==> src/rtl/sparkle_pkg.sv <==
// Shared sizes, scan-state encoding and a row-extraction helper for the sparkle matrix.
// The optional PWM dimming mode is selected with the SPARKLE_PWM_EN macro.
package sparkle_pkg;

  localparam int ROWS   = 4;
  localparam int COLS   = 8;
  localparam int NPIX   = 32;
  localparam int LIFE_W = 4;
  localparam int ROW_W  = 2;

  typedef enum logic [0:0] {
    BLANK = 1'b0,
    SHOW  = 1'b1
  } scan_state_e;

  typedef logic [LIFE_W-1:0] life_t;

  // Byte of the frame belonging to one matrix row (pixel i lives in row i/8).
  function automatic logic [COLS-1:0] row_bits(input logic [NPIX-1:0] f,
                                                input logic [ROW_W-1:0] r);
    return f[{r, 3'b000} +: COLS];
  endfunction

endpackage

==> src/rtl/matrix_scan.sv <==
// Row-multiplexed scan of the 4x8 matrix: BLANK/SHOW slot FSM, row counter, and,
// when SPARKLE_PWM_EN is defined, a free-running 4-bit PWM that dims columns by life.
module matrix_scan
  import sparkle_pkg::*;
#(
  parameter int SCAN_DIV  = 3_000,
  parameter int BLANK_CYC = 16
) (
  input  logic                     clk,
  input  logic                     rst_n,
`ifdef SPARKLE_PWM_EN
  input  logic [NPIX*LIFE_W-1:0]   life_i,
`else
  input  logic [NPIX-1:0]          frame_i,
`endif
  output logic [ROWS-1:0]          row_n_o,
  output logic [COLS-1:0]          col_n_o
);

  localparam int SLOT_W = (SCAN_DIV > 1) ? $clog2(SCAN_DIV) : 1;
  localparam logic [SLOT_W-1:0] SLOT_LAST  = SLOT_W'(SCAN_DIV - 1);
  localparam logic [SLOT_W-1:0] BLANK_LAST = SLOT_W'(BLANK_CYC - 1);

  scan_state_e       state_q, state_d;
  logic [SLOT_W-1:0] slot_q, slot_d;
  logic [ROW_W-1:0]  row_q, row_d;
  logic [ROWS-1:0]   row_n_q, row_n_d;
  logic [COLS-1:0]   col_n_q, col_n_d;

  // Outputs are registered from next-state values so they line up with state_q.
  always_ff @(posedge clk or negedge rst_n) begin
    if (!rst_n) begin
      state_q <= BLANK;
      slot_q  <= '0;
      row_q   <= '0;
      row_n_q <= '1;
      col_n_q <= '1;
    end else begin
      state_q <= state_d;
      slot_q  <= slot_d;
      row_q   <= row_d;
      row_n_q <= row_n_d;
      col_n_q <= col_n_d;
    end
  end

  always_comb begin
    state_d = state_q;
    case (state_q)
      BLANK: begin
        if (slot_q == BLANK_LAST) state_d = SHOW;
        else                      state_d = BLANK;
      end
      SHOW: begin
        if (slot_q == SLOT_LAST) state_d = BLANK;
        else                     state_d = SHOW;
      end
      default: state_d = BLANK;
    endcase
    if (slot_q == SLOT_LAST) slot_d = '0;
    else                     slot_d = slot_q + 1'b1;
    if ((state_q == SHOW) && (state_d == BLANK)) row_d = row_q + 1'b1;
    else                                         row_d = row_q;
  end

`ifdef SPARKLE_PWM_EN
  logic [LIFE_W-1:0] pwm_q;

  always_ff @(posedge clk or negedge rst_n) begin
    if (!rst_n) pwm_q <= '0;
    else        pwm_q <= pwm_q + 1'b1;
  end
`endif

  always_comb begin
    row_n_d = '1;
    col_n_d = '1;
    if (state_d == SHOW) begin
      row_n_d = ~({{(ROWS-1){1'b0}}, 1'b1} << row_d);
`ifdef SPARKLE_PWM_EN
      // A column is lit only while the PWM phase is below that pixel's remaining life.
      for (int c = 0; c < COLS; c++) begin
        col_n_d[c] = ~(pwm_q < life_i[(int'(row_d) * COLS + c) * LIFE_W +: LIFE_W]);
      end
`else
      col_n_d = ~row_bits(frame_i, row_d);
`endif
    end else begin
      row_n_d = '1;
      col_n_d = '1;
    end
  end

  assign row_n_o = row_n_q;
  assign col_n_o = col_n_q;

endmodule

==> src/rtl/sparkle_matrix.sv <==
// Random sparkle effect for a 4x8 LED matrix: spark/decay prescalers and per-pixel life
// counters feeding matrix_scan. Define SPARKLE_PWM_EN for life-proportional dimming.
module sparkle_matrix
  import sparkle_pkg::*;
#(
  parameter int SPARK_DIV = 1_200_000,
  parameter int DECAY_DIV = 600_000,
  parameter int SCAN_DIV  = 3_000,
  parameter int BLANK_CYC = 16,
  parameter int LIFE      = 12
) (
  input  logic                clk,
  input  logic                rst_n,
  input  logic [31:0]         rnd,
  output logic [NPIX-1:0]     frame,
  output logic [ROWS-1:0]     row_n,
  output logic [COLS-1:0]     col_n
);

  localparam int SP_W = $clog2(SPARK_DIV);
  localparam int DC_W = $clog2(DECAY_DIV);
  localparam logic [SP_W-1:0] SPARK_LAST = SP_W'(SPARK_DIV - 1);
  localparam logic [DC_W-1:0] DECAY_LAST = DC_W'(DECAY_DIV - 1);
  localparam life_t           LIFE_INIT  = LIFE_W'(LIFE);

  logic [SP_W-1:0]              spark_cnt_q, spark_cnt_d;
  logic [DC_W-1:0]              decay_cnt_q, decay_cnt_d;
  logic [NPIX-1:0][LIFE_W-1:0]  life_q, life_d;
  logic [NPIX-1:0]              frame_q, frame_d;
  logic                         spark_evt_s, decay_evt_s, spark_hit_s;
  logic                         unused_rnd;

  assign unused_rnd = ^rnd[31:8];

  always_ff @(posedge clk or negedge rst_n) begin
    if (!rst_n) begin
      spark_cnt_q <= '0;
      decay_cnt_q <= '0;
      life_q      <= '0;
      frame_q     <= '0;
    end else begin
      spark_cnt_q <= spark_cnt_d;
      decay_cnt_q <= decay_cnt_d;
      life_q      <= life_d;
      frame_q     <= frame_d;
    end
  end

  always_comb begin
    spark_evt_s = (spark_cnt_q == SPARK_LAST);
    decay_evt_s = (decay_cnt_q == DECAY_LAST);
    if (spark_evt_s) spark_cnt_d = '0;
    else             spark_cnt_d = spark_cnt_q + 1'b1;
    if (decay_evt_s) decay_cnt_d = '0;
    else             decay_cnt_d = decay_cnt_q + 1'b1;
    // rnd is only looked at on the spark cycle; a zero brightness field means "no spark".
    spark_hit_s = spark_evt_s && (rnd[7:5] != 3'b000);
    for (int i = 0; i < NPIX; i++) begin
      if (spark_hit_s && (rnd[4:0] == 5'(i)))    life_d[i] = LIFE_INIT;
      else if (decay_evt_s && (life_q[i] != '0)) life_d[i] = life_q[i] - 1'b1;
      else                                       life_d[i] = life_q[i];
      frame_d[i] = (life_q[i] != '0);
    end
  end

  matrix_scan #(
    .SCAN_DIV  (SCAN_DIV),
    .BLANK_CYC (BLANK_CYC)
  ) u_scan (
    .clk     (clk),
    .rst_n   (rst_n),
`ifdef SPARKLE_PWM_EN
    .life_i  (life_q),
`else
    .frame_i (frame_q),
`endif
    .row_n_o (row_n),
    .col_n_o (col_n)
  );

  assign frame = frame_q;

endmodule

==> config.mk <==
export PLATFORM = sky130hd
export DESIGN_NAME = sparkle_matrix
export DESIGN_NICKNAME = d
export VERILOG_FILES = /design/src/rtl/sparkle_pkg.sv /design/src/rtl/matrix_scan.sv /design/src/rtl/sparkle_matrix.sv
export SDC_FILE = /design/constraint.sdc
export NUM_CORES = 1
export LEC_CHECK = 0
export ABC_AREA = 1
export ABC_CLOCK_PERIOD_IN_PS = 5250
export BUFFER_PORTS_ARGS = -buffer_cell sky130_fd_sc_hd__buf_4
export CAP_MARGIN = 20
export CORE_MARGIN = 3
export CORE_UTILIZATION = 60
export CTS_BUF_LIST = sky130_fd_sc_hd__clkbuf_8
export CTS_CLUSTER_SIZE = 24
export DETAILED_ROUTE_END_ITERATION = 6
export GPL_ROUTABILITY_DRIVEN = 0
export HOLD_SLACK_MARGIN = 0.1
export MAX_ROUTING_LAYER = met4
export PLACE_DENSITY_LB_ADDON = 0.05
export SETUP_SLACK_MARGIN = 0.3
export SLEW_MARGIN = 20
export SYNTH_ARGS = -nofsm -noshare
export SYNTH_HDL_FRONTEND = slang
export SYNTH_SLANG_ARGS = --single-unit
==> constraint.sdc <==
create_clock -name clk -period 5.25 [get_ports clk]
set_clock_uncertainty 0.2 [all_clocks]
set_input_delay 0.525 -clock clk [delete_from_list [all_inputs] [get_ports clk]]
set_output_delay 0.525 -clock clk [all_outputs]
set_load 0.02 [all_outputs]
Word level (Yosys, flattened, before mapping)
Cells that the tools add are included.
{ "totals": {"output_inout_bits": 44, "register_bits": 228, "ram_bits": 0, "input_bits": 34, "romBits": 0, "memories": 0, "word_cells": 322, "latch_bits": 0} }
{ "classes": {"addsub": 36, "mul": 0, "n_div": 0, "reduce_logical": 132, "bitwise_logic": 4, "n_lt_le_gt_ge": 0, "mux": 73, "n_eq_ne": 35, "shifts": 2} }
{ "op_table": {"columns": ["cell", "count"], "rows": [
  ["4-bit 2-to-1 mux", 65],
  ["4-bit nonzero test", 32],
  ["4-bit by 1-bit subtractor with 4-bit output, second input constant", 32],
  ["5-bit equality test, second input constant", 16],
  ["1-bit logical AND", 66],
  ["2-bit nonzero test", 32],
  ["5-bit by 4-bit equality test with 1-bit output, second input constant", 8],
  ["32-bit by 6-bit variable part select with 8-bit output", 1],
  ["21-bit by 1-bit adder with 21-bit output, second input constant", 1],
  ["21-bit equality test, second input constant", 1],
  ["21-bit 2-to-1 mux", 1],
  ["20-bit by 1-bit adder with 20-bit output, second input constant", 1],
  ["20-bit equality test, second input constant", 1],
  ["5-bit by 3-bit equality test with 1-bit output, second input constant", 4],
  ["20-bit 2-to-1 mux", 1],
  ["12-bit by 1-bit adder with 12-bit output, second input constant", 1],
  ["12-bit equality test, second input constant", 1],
  ["12-bit by 4-bit equality test with 1-bit output, second input constant", 1],
  ["12-bit 2-to-1 mux", 1],
  ["5-bit by 2-bit equality test with 1-bit output, second input constant", 2],
  ["8-bit 2-to-1 mux", 1],
  ["8-bit inverter", 1],
  ["5-bit by 1-bit equality test with 1-bit output, second input constant", 1],
  ["5-bit zero test", 1],
  ["other kinds (8)", 10]
]} }

Logic depth before layout (Yosys ltp)
Gate-level depths: netlist of run 1.
{ "depth": {"depth_word": 9, "ltp_mapped": 11, "depth_no_buf": 11} }

By module
A second synthesis of run 1 with hierarchy kept.
{ "hier_totals": {"hier_cells": 1753, "hier_area_um2": 13110.1} }
{ "by_module_without_submodules": {"columns": ["module", "area_per_inst_um2", "seq_area_each_um2", "cells_per_inst", "n_inst"], "rows": [
  ["sparkle_matrix", 11487.3, 5029.8, 1548, 1],
  ["matrix_scan", 1622.8, 690.7, 205, 1]
]} }

Worst setup path after synthesis of run 1
Ideal clock, no wire load.
{ "synth_timing": {"path_type": "flip-flop to flip-flop", "from": "reg spark_cnt_q[0]", "to": "reg life_q[12] (netlist name)", "slack_ns": 3.142, "t_required_ns": 4.930, "setup_ns": 0.120, "path_stages_with_launch": 10, "synth_period_minus_slack_ns": 2.108, "n_path_buf": 1, "t_arrival_ns": 1.787, "cell_sequence": "dfrtp_1 > ha_1 > nand2_1 > nor2_4 > nand3_1 > nor3_1 > nand4_2 > buf_2 > nor2_1 > nor2_1"} }
{ "synth_via": {"elab_chain_len": 4, "elab_cells_between_ends": 5, "classes_between": "1 x eq/ne; 1 x mux; 3 x reduce/logical"} }
{ "synth_rtl": {"columns": ["item", "line", "source"], "rows": [
  ["start, declared", "sparkle_matrix.sv:26", "logic [SP_W-1:0] spark_cnt_q, spark_cnt_d;"],
  ["start signal, assigned", "sparkle_matrix.sv:42", "spark_cnt_q <= spark_cnt_d;"],
  ["21-bit equality test *", "sparkle_matrix.sv:50", "spark_evt_s = (spark_cnt_q == SPARK_LAST);"],
  ["1-bit logical AND *", "sparkle_matrix.sv:57", "spark_hit_s = spark_evt_s && (rnd[7:5] != 3'b000);"],
  ["1-bit logical AND *", "sparkle_matrix.sv:59", "if (spark_hit_s && (rnd[4:0] == 5'(i))) life_d[i] = LIFE_INIT;"],
  ["4-bit 2-to-1 mux / 2-bit nonzero test (equally long branches)", null, null],
  ["end signal, assigned", "sparkle_matrix.sv:44", "life_q <= life_d;"],
  ["end, declared", "sparkle_matrix.sv:28", "logic [NPIX-1:0][LIFE_W-1:0] life_q, life_d;"]
]} }
Every way passes the cells marked *; elsewhere a longest branch is shown, timed or not.
A chain may end at the register's enable or synchronous reset.

Worst setup path after layout of run 1
{ "layout_timing": {"from": "reg spark_cnt_q[0]", "to": "reg life_q[67] (netlist name)"} }
Same word-level chain as after synthesis.

==> results.py, run 1 <==
metrics = {
    "status": {
        "status": "complete, no violations",
    },
    "layout": {
        "antenna_cells": 0,
        "area_growth_pct": 11.4,
        "drive_gt1_frac": 0.0854,
        "nets": 1856,
        "instances_no_fill": 2086,
        "fin_area_um2": 14200,
        "utilization": 0.691,
    },
    "synthesis": {
        "synthMostInstantiatedCell": "nand2_1",
        "synth_compound_gate_area_share": 0.0466,
        "synthTopCellsByArea": "dfrtp_1 43%, nand2_1 12%, inv_1 11%",
        "yosysWarnings": 0,
        "yosys.area.top_type": "dfrtp_1",
        "synth_simple_gate_area_share": 0.305,
        "synth-adder-area-share": 0.0344,
        "syn_inst": 1718,
        "synth_top_family_by_area": "simple AND/OR/NAND/NOR gates",
        "syn-cell-area_um2": 12700,
        "synth_edf_count": 0,
        "synth_flop_cell": "dfrtp_1",
        "yosys_register_bits": 228,
        "synth_fp_nets": 1787,
        "syn_area_per_cell_um2": 7.40,
        "ys_types": 36,
        "seq_area_frac_synth": 0.450,
        "synth_top_area_share": 0.425,
        "netlist_top_cells_count": "394 x nand2_1, 361 x inv_1, 216 x dfrtp_1",
        "async_reset_ff_frac": 1.00,
        "synth_xor_area_frac": 0.0434,
        "muxShareOfSynthArea": 0.000886,
    },
    "timing": {
        "rsz0062_at_grt": "no",
        "finalHoldViolCount": 0,
        "fmax_mhz": 337,
        "period_needed_ps": 2970,
        "finalWorstSetupSlack_ps": 2280,
        "finalSetupTns_ps": 0,
        "setup_viol": 0,
        "relSlewSlack": 0.403,
        "finalMaxSlewViolations": 0,
        "timing.final.crit_share": 0.565,
        "tightest_slew_ps": 896,
        "timing.hold.ws_ps": 225,
    },
    "power": {
        "p_sw_frac": 0.230,
        "p_int_mw": 2.64,
        "sequentialPowerShare": 0.513,
        "power.density_nw_per_um2": 242,
        "clkPwrFrac": 0.468,
        "combPwrFrac": 0.019,
        "ir_drop_mv": 0.247,
        "power.leakage_nw": 7.84,
        "p_sw_uw": 788,
        "p_total_mw": 3.43,
    },
    "clocking": {
        "postCtsSetupRepairBufs": 0,
        "htreeDepth": 2,
        "post_cts_resized": 0,
        "worst_skew_pair.late_latency_ps": 540,
        "cts_root_buf": "clkbuf_8",
        "numClockSinks": 228,
        "holdBufCountCts": 1,
        "clockBufferDepth": 3,
        "cts_inserted_buffers": 41,
        "path_clk_slew_ps": 60,
        "cts_tree": "built",
    },
    "detailed_routing": {
        "drtIter0Drc": 684,
        "wl_per_cell_um": 13.8,
        "ant_nets": 0,
        "drc_errors": 0,
        "num_vias": 10900,
        "first_pass_iters": 5,
        "totalWireLength_um": 28800,
        "via_per_inst": 5.23,
    },
    "min_path": {
        "hold_path.startpoint": "rnd[4]",
        "hold_path_class": "in -> reg",
        "whs_path_depth": 3,
        "holdPathEnd": "life_q[95]",
    },
    "floorplan": {
        "ioPinCount": 78,
        "die_h_um": 152,
        "die_w_um": 152,
        "num_rows": 52,
        "core_area_um2": 20500,
        "die-area_um2": 23000,
        "initial_core_util": 0.620,
    },
    "grt": {
        "grt_pass1_wl_um": 48000,
        "antenna_found_initial": 0,
        "grt_max_degree": 116,
        "grt_pass1_vias": 10273,
        "gr-usage-all-layers": 0.266,
        "overflow": 0,
    },
    "placed_design": {
        "pre_cts_ws_ps": 2240,
        "dpl.cell_count": 2013,
        "io_buffers": 53,
        "place_area_um2": 13400,
        "dp.final_hpwl_um": 19600,
    },
    "critical_path": {
        "path_class": "reg -> reg",
        "endpoint_kind": "flop",
        "timing.rr.start": "spark_cnt_q[0]",
        "reg2reg_depth": 9,
        "cp.required_ps": 5520,
        "critPathMaxFanout": 16,
        "reg2reg_to": "life_q[67]",
        "r2r_setup_slack_ps": 2280,
        "critPathArrivalTime_ps": 3240,
        "cp-start-kind": "flop",
    },
    "flow_run": {
        "maxCapViolCount": 0,
    },
}
final cells by class:
class / count / area [um^2]
fillers: 1775 / 6330
flip-flops and latches: 228 / 5720
multi-input cells: 1091 / 5470
inverters: 365 / 1370
clock buffers: 51 / 702
repair buffers: 60 / 473
well taps: 270 / 338
clock inverters: 21 / 91.3
worst max-delay path, stage by stage (launching register included):
cell     delay (ps)
dfrtp_1         420
ha_1            200
nand2_1          90
nor2_4          140
nand3_1         170
nor3_1          340
nand4_2         650
nor2_1          500
inv_1           110
nand2_1          80
worst max-delay path by stage:
stage | startpoint | end | slack [ps] | cells after the start
2_1_floorplan | spark_cnt_q[0] | life_q[12] | 3140 | 9
3_3_place_gp | rnd[4] | life_q[39] | 2260 | 5
3_5_place_dp | spark_cnt_q[0] | life_q[66] | 2240 | 9
4_1_cts | spark_cnt_q[0] | life_q[67] | 2220 | 9
5_1_grt | spark_cnt_q[0] | life_q[71] | 1990 | 9
6_report | spark_cnt_q[0] | life_q[67] | 2280 | 9
cell families (layout without fill, tap and decap cells):
| family | after synthesis | after routing |
|---|---|---|
| fa+ha+maj | 35 | 35 |
| xor+xnor | 63 | 63 |
| buf+inv | 399 | 497 |
| mux | 1 | 1 |
| compound gates | 117 | 117 |
| simple gates | 875 | 875 |
| flops | 228 | 228 |
layer usage:
layer,global-route usage,routed length [um]
met1,0.350,12800
met2,0.429,13600
met3,0.0419,1730
met4,0.0813,626
met5,-,0
cell usage in the layout, fill, tap and decap left out, types with 2 or more instances in the layout:
cell	count
a21oi_1	46
buf_4	57
clkbuf_8	51
clkinv_1	3
clkinv_2	7
dfrtp_1	216
dfstp_2	12
ha_1	35
inv_1	374
nand2_1	394
nand3_1	127
nand3_2	10
nand3b_1	9
nand4_1	89
nand4_2	2
nor2_1	203
nor2_2	3
nor3_1	24
nor3_4	2
nor4_1	2
o21ai_0	64
o21ai_1	5
or2_2	4
xor2_1	62
power by group through the flow:
stage | logic, mW | registers, mW | clock network, mW
floorplan | 0.0146 | 1.79 | 0
global placement | 0.0664 | 1.79 | 0
detailed placement | 0.0671 | 1.79 | 0
CTS | 0.0677 | 1.76 | 1.65
global route | 0.0743 | 1.76 | 1.74
finish | 0.0649 | 1.76 | 1.61
state kept, by name, indices dropped and copies added (netlist names):
register / flops
decay_cnt_q: 20
frame: 32
life_q: 128
spark_cnt_q: 21
u_scan.col_n_o: 8
u_scan.row_n_o: 4
u_scan.row_q: 2
u_scan.slot_q: 12
u_scan.state_q: 1
Power figures use the tool's default switching activity.
==> run 2: changes to the inputs <==
ABC_CLOCK_PERIOD_IN_PS = 2800   (was 5250)
clock period = 2.8 ns   (was 5.25 ns; I/O delays follow)
==> run 2 against run 1 <==
Cell count grew 1.9%. Power grew 88%. Clock-buffer cell count is 1 higher. Critical endpoint is now life_q[18]. Combinational power is 120% higher. Critical path depth stayed put. Sequential power up 87%.
==> results.py, run 2 (synthesis results as in run 1) <==
metrics = {
    "critical_path": {
        "critPathArrivalTime_ps": 2660,
        "critPathMaxFanout": 4,
        "cp-start-kind": "input port",
        "r2r_setup_slack_ps": 430,
        "critPathTopFamily": "buffers and inverters",
        "path_class": "in -> reg",
        "crit_slowest_cell": "dlygate4sd3_1",
        "worst_path_largest_cell_delay_ps": 600,
        "crit_chain": "dlygate4sd3_1 > buf_4 > nor2_2 > dlygate4sd3_1 > nand2_1 > dlygate4sd3_1 > inv_1 > nand4_1 > nand2_1",
        "endpoint_kind": "flop",
        "crit_buf_inv": 5,
        "cp.required_ps": 3070,
        "crit_top_cell": "dlygate4sd3_1",
    },
    "placed_design": {
        "io_buffers": 53,
        "dpl.cell_count": 2035,
        "place_area_um2": 13600,
        "dp.final_hpwl_um": 20900,
    },
    "timing": {
        "relSlewSlack": 0.573,
        "period_needed_ps": 2390,
        "fmax_mhz": 419,
        "setup_viol": 0,
        "rsz0062_at_grt": "yes",
        "finalHoldViolCount": 0,
        "finalMaxSlewViolations": 0,
        "finalSetupTns_ps": 0,
        "timing.hold.ws_ps": 279,
        "tightest_slew_ps": 637,
        "timing.final.crit_share": 0.853,
    },
    "clocking": {
        "clockBufferDepth": 3,
        "path_clk_slew_ps": 60,
        "worst_skew_pair.late_latency_ps": 540,
        "cts_tree": "built",
        "numClockSinks": 228,
        "cts_root_buf": "clkbuf_8",
        "htreeDepth": 2,
        "cts_inserted_buffers": 41,
    },
    "grt": {
        "grt_max_degree": 67,
        "busiest_layer": "met2",
        "grt_pass1_wl_um": 48200,
        "use_met3": 0.0378,
        "grt_pass1_vias": 10319,
        "antenna_found_initial": 0,
        "overflow": 0,
        "gr-usage-all-layers": 0.268,
        "met1_usage": 0.353,
        "use_met2": 0.434,
    },
    "floorplan": {
        "core_area_um2": 20500,
        "die_h_um": 152,
        "ioPinCount": 78,
        "num_rows": 52,
        "die_w_um": 152,
        "die-area_um2": 23000,
        "initial_core_util": 0.620,
    },
    "status": {
        "status": "complete, no violations",
    },
    "detailed_routing": {
        "first_pass_iters": 5,
        "drc_errors": 0,
        "num_vias": 11035,
        "ant_nets": 0,
        "via_per_inst": 5.19,
        "drtIter0Drc": 636,
        "wl_per_cell_um": 14.0,
        "totalWireLength_um": 29800,
    },
    "min_path": {
        "hold_path_class": "reg -> reg",
    },
    "layout": {
        "antenna_cells": 0,
        "fin_area_um2": 14600,
        "nets": 1893,
        "mostFrequentLayoutCells": "393 x nand2_1, 379 x inv_1, 216 x dfrtp_1, 201 x nor2_1, 118 x nand3_1",
        "layout_commonest_cell": "nand2_1",
        "fillers": 1688,
        "largest-register": "life_q",
        "largest_reg_flops": 128,
        "drive_gt1_frac": 0.105,
        "area_growth_pct": 15.1,
        "instances_no_fill": 2126,
    },
    "power": {
        "power.leakage_nw": 8.07,
        "p_total_mw": 6.46,
        "ir_drop_mv": 0.376,
        "power.density_nw_per_um2": 442,
    },
    "flow_run": {
        "maxCapViolCount": 0,
    },
}
==> run 2: power by group <==
part	leakage (nW)	internal [mW]	total [mW]	switching (mW)
clock	0.487	1.66	3.02	1.36
combinational	5.32	0.0337	0.142	0.108
sequential	2.26	3.30	3.30	0
total	8.07	4.99	6.46	1.47
==> run 2: stage by stage <==
| stage | util | worst slack (ps) |
|---|---|---|
| global route | 0.714 | 259 |
| floorplan | - | 692 |
| CTS | 0.709 | 364 |
| finish | 0.714 | 412 |
| global placement | 0.662 | 341 |
| detailed placement | 0.662 | 301 |
==> run 2: worst paths after layout <==
kind,from,endpoint,depth (start not counted)
setup / recovery,rnd[3],life_q[18],9
setup reg to reg,decay_cnt_q[0],life_q[30],12
min in group asynchronous,rst_n,decay_cnt_q[9],3
hold reg to reg,life_q[71],frame[17],2
max in group asynchronous,rst_n,u_scan.row_n_o[1],4
hold / removal,life_q[71],frame[17],2
==> run 2: cell type report <==
type                       count  area, um^2  area share
clock buffer                  52         716      0.0489
tap                          270         338      0.0231
sequential                   228        5720       0.391
inverter                     365        1370      0.0939
timing repair buffer          97         851      0.0582
multi-input combinational   1091        5540       0.379
clock inverter                23        93.8     0.00641
==> run 2: routing by layer <==
layer  share of wire  vias to the layer above
li1                -                     5571
met5               0                        -
met2            0.47                      238
met1            0.45                     5172
met4           0.023                        0
met3           0.050                       54
==> run 2: repair_timing <==
action,CTS,global route
pin swaps,1,0
gates cloned,0,1
hold buffers,11,0
setup endpoints to repair,10,76
gates resized for setup,1,27
endpoints found under the hold margin,300,0
setup buffers,4,0
==> run 2: worst reg2reg max path, cell delays in order (launching register included) <==
cell	delay, ps
dfrtp_1	370
ha_1	190
nand3_1	160
nor2_1	150
nand2_2	130
nor3_4	190
buf_6	200
buf_12	200
nand3_1	190
nand2_1	110
o21ai_0	80
inv_1	60
nand2_1	40
